<file path="src/rtl/regwb_checker_fifo.sv">
// In-order expected-entry queue; pointers carry one wrap bit to tell full from empty.
module regwb_fifo #(
    parameter int W     = 37,
    parameter int DEPTH = 16
) (
    input  logic         clk,
    input  logic         rst_n,
    input  logic         push_i,
    input  logic         pop_i,
    input  logic [W-1:0] din_i,
    output logic [W-1:0] head_o,
    output logic         full_o,
    output logic         empty_o,
    output logic         last_o
);
    localparam int PW = $clog2(DEPTH);

    logic [PW:0]  wr_q, rd_q;
    logic [PW:0]  level;
    logic [W-1:0] mem_q [DEPTH];

    always_ff @(posedge clk or negedge rst_n) begin
        if (!rst_n) begin
            wr_q <= '0;
            rd_q <= '0;
        end else begin
            if (push_i) wr_q <= wr_q + 1'b1;
            if (pop_i)  rd_q <= rd_q + 1'b1;
        end
    end

    always_ff @(posedge clk) begin
        if (push_i) mem_q[wr_q[PW-1:0]] <= din_i;
    end

    assign level   = wr_q - rd_q;
    assign empty_o = (wr_q == rd_q);
    assign full_o  = (wr_q[PW] != rd_q[PW]) && (wr_q[PW-1:0] == rd_q[PW-1:0]);
    assign last_o  = (level == (PW+1)'(1));
    assign head_o  = mem_q[rd_q[PW-1:0]];
endmodule

</file>
<file path="config.mk">
export PLATFORM = sky130hd
export DESIGN_NAME = regwb_fifo
export DESIGN_NICKNAME = d
export VERILOG_FILES = /design/src/rtl/regwb_checker_fifo.sv
export SDC_FILE = /design/constraint.sdc
export NUM_CORES = 1
export LEC_CHECK = 0
export CAP_MARGIN = 40
export CORE_UTILIZATION = 40
export DETAILED_ROUTE_END_ITERATION = 16
export PLACE_DENSITY = 0.67
export SLEW_MARGIN = 15
export SYNTH_ARGS = -nofsm -noshare
export SYNTH_HDL_FRONTEND = slang
export SYNTH_SLANG_ARGS = --single-unit
</file>
<file path="constraint.sdc">
create_clock -name clk -period 5.3 [get_ports clk]
set_clock_uncertainty 0.1 [all_clocks]
set_input_delay 0.795 -clock clk [delete_from_list [all_inputs] [get_ports clk]]
set_output_delay 0.795 -clock clk [all_outputs]
set_load 0.005 [all_outputs]
</file>
==> flow_summary_export.csv, run 1 <==
group,metric,value,unit
status,status,"finished, final reports clean",
final_layout,final_cell_mix,"edfxtp_1, mux2i_1, mux4_2",
cts,clk_pin_slew_worst_paths,0.06,ns
sta,finalHoldViolations,0,
sta,min_period,4.21,ns
critical_path,worstReg2RegEnd,"mem_q[12][13]",
run,max_cap_viol_count,0,
cts,htreeDepth,2,
drt,dr.first_iter.drc_count,1056,
critical_path,worstPathBufferInverterCount,2,
synth,synth_fp_nets,1123,
synth,synthFlopType,"edfxtp_1",
placed_design,dpl_cell_area,25300,µm²
sta,max_slew_margin,44.9,%
critical_path,path_max_fanout,56,
cts,cts_tree,"done",
synth,yosys_warnings,0,
critical_path,critPathKind,"reg2out",
synth,ys_ff_latch,602,
grt,grt_remaining_overflow,0,
synth,synth-async-reset-ratio,1.66,%
final_layout,layout-drive-gt1-share,20.3,%
critical_path,worst_path_max_delay_cell,"dfrtp_4",
critical_path,arrival,3.31,ns
cts,cts_setup_buffers,0,
pwr,ir_drop,0.492,mV
die,num_rows,88,
critical_path,ff2ff_path_depth,5,
cts,root_buffer,"clkbuf_16",
die,start_util,40.4,%
final_layout,antenna_cells,0,
synth,synth_area,23300,µm²
final_layout,num-nets-final,1240,
cts,cts_resized,0,
sta,whs,0.430,ns
die,die_y,243,µm
synth,synth.distinct_cells,30,
critical_path,worstPathCellList,"buf_12 -> mux2i_1 -> a22oi_1 -> mux2i_1 -> o21ai_1 -> clkdlybuf4s50_1",
synth,seq_area_frac_synth,77.4,%
sta,period_share,79.4,%
sta,finalSetupViolCount,0,
placed_design,io_buffers,80,
die,core_area,57600,µm²
die,dieWidth,243,µm
grt,grt_max_degree,81,
critical_path,critPathTopFamily,"buffers and inverters",
final_layout,final_area,27000,µm²
grt,grt_pass1_vias,11600,
cts,clockBufferDepth,3,
critical_path,required,4.41,ns
critical_path,r2r_slack,2.68,ns
pwr,leakage,0.00861,µW
drt,viasPerCell,5.59,
synth,synth_cells,1072,
critical_path,start_kind,"flop",
synth,avgSynthCellArea,21.7,µm²
grt,track_usage,17.4,%
die,die_area,59200,µm²
drt,drc_errors,0,
critical_path,crit_path_frequent_cell,"mux2i_1",
worst_hold_path,hp-class,"in2async",
pwr,p_per_area,532,nW/µm²
sta,max_freq,238,MHz
placed_design,place_congestion,0.747,
grt,grt_antenna_before_repair,3,
final_layout,syn_to_final_growth,16.1,%
critical_path,crit_path_max_incr_delay,0.83,ns
cts,numCtsBuffers,56,
final_layout,final_common_cell,"edfxtp_1",
sta,rsz0062_at_grt,"no",
critical_path,rr_startpoint,"wr_q[1]",
die,boundaryPins,81,
placed_design,dpl.hpwl,27.6,mm
drt,post_drt_wl_per_cell,25.6,µm
sta,maxSlewViolCount,0,
sta,final.setup.tns,0,ns
sta,tightest_slew,0.826,ns
cts,cts_sinks,602,
critical_path,worstSetupPathDepth,6,
drt,finalWirelength,51.2,mm
cts,insertion_delay,0.59,ns
synth,synth_edf_count,592,
drt,num_vias,11200,
drt,dr.pass1.iters,5,
cts,ctsHoldBuffers,0,
drt,drtAntennaViolNets,0,
critical_path,cp-end-kind,"output pin",
grt,grt_first_pass_wirelength,76.0,mm
[routing by layer]
layer  wire length, µm  up-vias  GRT usage [%]
li1                  -     4755              -
met4               998        6           4.70
met1             21300     5965           23.2
met5                33        -              0
met2             25900      372           29.4
met3              2960       80           2.84
[cell families (layout without fill, tap and decap cells)]
kind of cell	count (synthesis)	in the layout	share of synthesized area, %
DFF	602	602	77.4
adders and majority gates	10	10	0.570
buffers and inverters	67	229	1.54
muxes	222	222	15.5
AOI/OAI and AO/OA	118	118	3.57
xor gates and xnor gates	11	11	0.414
and+or+nand+nor	42	42	0.957
[how the worst max path moves through the flow]
| stage | start | endpoint | slack, ns |
|---|---|---|---|
| 3_3_place_gp | rd_q[1] | last_o | 1.61 |
| 4_1_cts | rd_q[1] | last_o | 1.04 |
| 6_report | rd_q[1] | head_o[36] | 1.09 |
| 3_5_place_dp | rd_q[1] | last_o | 1.67 |
| 2_1_floorplan | push_i | mem_q[0][0] | 1.02 |
| 5_1_grt | rd_q[1] | last_o | 0.89 |
[worst register-to-register path, stage by stage, from the launching register on]
cell	delay, ns
dfrtp_1	0.44
inv_1	0.17
ha_1	0.21
nand3_1	0.19
nor2_4	0.62
buf_4	0.52
[cell usage after synthesis (2+ instances only)]
master / count / area [µm²]
a22oi_1: 37 / 278
nand4_1: 3 / 18.8
buf_1: 3 / 11.3
nor2_1: 8 / 30.0
nor2b_1: 3 / 18.8
buf_4: 5 / 37.5
o21a_1: 2 / 15.0
a32oi_1: 37 / 324
xnor2_1: 6 / 52.6
ha_1: 9 / 113
o21ai_1: 37 / 185
mux2i_1: 111 / 1110
nand2_1: 7 / 26.3
clkbuf_1: 18 / 67.6
nand3_1: 2 / 10.0
and2_1: 13 / 81.3
xor2_1: 5 / 43.8
dfrtp_1: 10 / 250
edfxtp_1: 592 / 17800
buf_2: 28 / 140
nor3_1: 2 / 10.0
inv_1: 6 / 22.5
mux4_2: 111 / 2500
o21ai_0: 4 / 20.0
or3_1: 2 / 12.5
buf_6: 7 / 78.8
[layout make-up]
cell class | instances | area, µm²
Tap cell | 765 | 957
Multi-Input combinational cell | 403 | 4950
Clock inverter | 31 | 258
Clock buffer | 72 | 1500
Sequential cell | 602 | 18000
Inverter | 6 | 22.5
Fill cell | 4649 | 30600
Timing Repair Buffer | 120 | 1290
[per-stage QoR]
| step | total power [µW] | setup WS, ns | instances | utilization (%) |
|---|---|---|---|---|
| floorplan | 8810 | 1.02 | 1072 | - |
| global placement | 10600 | 1.61 | 1887 | 43.5 |
| detailed placement | 10700 | 1.67 | 1896 | 43.9 |
| CTS | 14500 | 1.04 | 1999 | 46.9 |
| global route | 15000 | 0.894 | 1999 | 46.9 |
| finish | 14400 | 1.09 | 1999 | 46.9 |
[power by group]
part | switching (µW) | internal, µW
Clock | 1680 | 2190
Combinational | 2390 | 2150
Sequential | 244 | 5710
[flip-flops by register name, indices dropped and copies added, names as in the netlist]
name,flops
mem_q,592
rd_q,5
wr_q,5
Note: power is estimated with default switching activity, not from simulation.
==> run 2, diff against run 1 <==
--- a/config.mk
+++ b/config.mk
@@ -8,7 +8,7 @@
 export CAP_MARGIN = 40
 export CORE_UTILIZATION = 40
 export DETAILED_ROUTE_END_ITERATION = 16
-export PLACE_DENSITY = 0.67
+export PLACE_DENSITY = 0.69
 export SLEW_MARGIN = 15
 export SYNTH_ARGS = -nofsm -noshare
 export SYNTH_HDL_FRONTEND = slang
==> constraint.sdc (replaced) <==
create_clock -name clk -period 3.54 [get_ports clk]
set_clock_uncertainty 0.1 [all_clocks]
set_input_delay 0.531 -clock clk [delete_from_list [all_inputs] [get_ports clk]]
set_output_delay 0.531 -clock clk [all_outputs]
set_load 0.005 [all_outputs]
==> run 2 against run 1 <==
Net effect:
- the flow now finishes with violations (setup timing)
- via count rose by 2.2%
- sequential share of layout area fell by 1.1 points
- first-iteration DRC count rose by 27%
- sequential power rose by 48%
- worst hold slack got worse by 0.28 ns
- clock-buffer cell count did not move
- non-clock buffer count rose by 23
- combinational power rose by 67%
- die area did not move
- register-to-register slack got worse by 1.4 ns
- cell count rose by 1.1%
- largest power group unchanged
==> flow_summary_export.csv, run 2 (synthesis gave the netlist of run 1 again) <==
group,metric,value,unit
status,status,"finished, violations left",
status,violations,"setup timing",
sta,max_slew_margin,49.9,%
final_layout,num-nets-final,1264,
drt,num_vias,11400,
critical_path,arrival,2.93,ns
placed_design,io_buffers,80,
final_layout,fill_cells,4630,
pwr,p_per_area,803,nW/µm²
die,start_util,40.4,%
sta,min_period,3.56,ns
placed_design,dp_slack,0.400,ns
final_layout,final_cell_mix,"edfxtp_1, mux2i_1, mux4_2",
critical_path,required,2.91,ns
critical_path,cp-end-kind,"output pin",
cts,root_buffer,"clkbuf_16",
cts,htreeDepth,2,
die,die_y,243,µm
pwr,p_sw,6720,µW
run,max_cap_viol_count,0,
worst_hold_path,hp-class,"in2async",
cts,cts_tree,"done",
sta,finalHoldViolations,0,
sta,fin_ws,-0.0204,ns
final_layout,multi_input_area,4970,µm²
die,core_area,57600,µm²
pwr,ir_drop,0.572,mV
grt,grt_antenna_before_repair,4,
critical_path,worstPathCellList,"and2_2 -> buf_8 -> a22oi_1 -> mux2i_1 -> o21ai_2 -> clkdlybuf4s50_1",
drt,drtAntennaViolNets,0,
final_layout,syn_to_final_growth,17.9,%
placed_design,place_congestion,0.742,
drt,dr.pass1.iters,5,
final_layout,antenna_cells,0,
critical_path,start_kind,"flop",
grt,grt_pass1_vias,11600,
critical_path,critPathTopFamily,"buffers and inverters",
drt,viasPerCell,5.66,
pwr,p_sw_share,30.4,%
critical_path,worstPathBufferInverterCount,2,
final_layout,seq_area,18000,µm²
die,num_rows,88,
drt,finalWirelength,53.0,mm
placed_design,dpl_cell_area,25300,µm²
placed_design,placed_cells_incl_taps,1894,
cts,clk_pin_slew_worst_paths,0.06,ns
die,die_area,59200,µm²
drt,dr.first_iter.drc_count,1345,
critical_path,path_max_fanout,37,
cts,insertion_delay,0.62,ns
grt,grt_first_pass_wirelength,77.4,mm
grt,grt_remaining_overflow,0,
sta,finalSetupViolCount,1,
drt,drc_errors,0,
final_layout,largest_reg_flops,592,
grt,track_usage,17.8,%
placed_design,dpl.hpwl,27.1,mm
final_layout,layout-drive-gt1-share,22.3,%
pwr,p_int,15300,µW
sta,maxSlewViolCount,0,
final_layout,final_cells,2020,
cts,cts_sinks,602,
sta,period_share,101,%
final_layout,final_area,27500,µm²
critical_path,crit_path_max_incr_delay,0.55,ns
final_layout,final_common_cell,"edfxtp_1",
pwr,power,22100,µW
pwr,seq_power_share,39.9,%
sta,max_freq,281,MHz
pwr,combPwrFrac,34.4,%
pwr,power.clock.fraction,25.8,%
cts,clockBufferDepth,3,
grt,grt_max_degree,66,
die,dieWidth,243,µm
sta,rsz0062_at_grt,"yes",
die,boundaryPins,81,
pwr,leakage,0.00884,µW
drt,post_drt_wl_per_cell,26.2,µm
critical_path,worst_path_max_delay_cell,"clkdlybuf4s50_1",
sta,tightest_slew,0.752,ns
critical_path,critPathKind,"reg2out",
cts,numCtsBuffers,57,
run 2: cell count changes in the layout (fill, tap and decap cells not counted), sizes merged, moves of 2 or more:
cell | previous run | this run
clkdlybuf4s50 | 80 | 72
dlymetal6s2s | 0 | 3
clkbuf | 72 | 75
buf | 40 | 60
bufinv | 4 | 2
dlygate4sd2 | 0 | 5
clkinvlp | 3 | 1
run 2: worst paths after layout:
kind | startpoint | endpoint | slack (ns) | depth (start not counted)
max | rd_q[0] | head_o[34] | -0.02 | 6
min | rst_n | wr_q[4] | 0.15 | 1
max reg2reg | wr_q[1] | mem_q[12][28] | 1.30 | 5
min reg2reg | rd_q[4] | rd_q[4] | 0.43 | 1
max in group asynchronous | rst_n | rd_q[0] | 2.80 | 1
min in group clk | rd_q[4] | rd_q[4] | 0.43 | 1
run 2: cell type report:
cell class,count,area share (%)
Inverter,6,0.0820
Multi-Input combinational cell,403,18.1
Timing Repair Buffer,143,6.39
Tap cell,765,3.49
Clock buffer,72,5.48
Clock inverter,29,0.752
Sequential cell,602,65.7
run 2: per-layer routing:
layer	share of wire, %	track usage, %
met1	42	24.2
met2	50	29.3
met3	6.3	3.73
met4	1.9	4.57
met5	0.096	0
run 2: power by group through the flow:
stage               combinational (µW)  sequential [µW]  clock [µW]
floorplan                         4350             8830           0
global placement                  6990             8890           0
detailed placement                7060             8930           0
CTS                               7420             8800        5790
global route                      8080             8850        6060
finish                            7580             8800        5680
run 2: what timing repair did:
action / 4_1_cts / 5_1_grt
gates cloned: 3 / 3
resized for setup: 28 / 8
endpoints found under the setup margin: 38 / 22
setup buffers: 5 / 14
hold buffers: 0 / 0
run 2: per-stage QoR:
| stage | TNS, ns | hold slack (ns) | util [%] |
|---|---|---|---|
| 3_3_place_gp | 0 | 0.412 | 44.0 |
| 4_1_cts | -0.00305 | 0.146 | 47.3 |
| 3_5_place_dp | 0 | 0.421 | 44.0 |
| 2_1_floorplan | -35.43 | 0.135 | - |
| 6_report | -0.0204 | 0.151 | 47.7 |
| 5_1_grt | -0.527 | 0.164 | 47.7 |
==> run 3, diff against run 2 <==
--- a/config.mk
+++ b/config.mk
@@ -8,6 +8,7 @@
 export CAP_MARGIN = 40
 export CORE_UTILIZATION = 40
 export DETAILED_ROUTE_END_ITERATION = 16
+export HOLD_SLACK_MARGIN = 0.08
 export PLACE_DENSITY = 0.69
 export SLEW_MARGIN = 15
 export SYNTH_ARGS = -nofsm -noshare
==> results of run 3 <==
Final layout, timing and power as in run 2 (identical DEF).
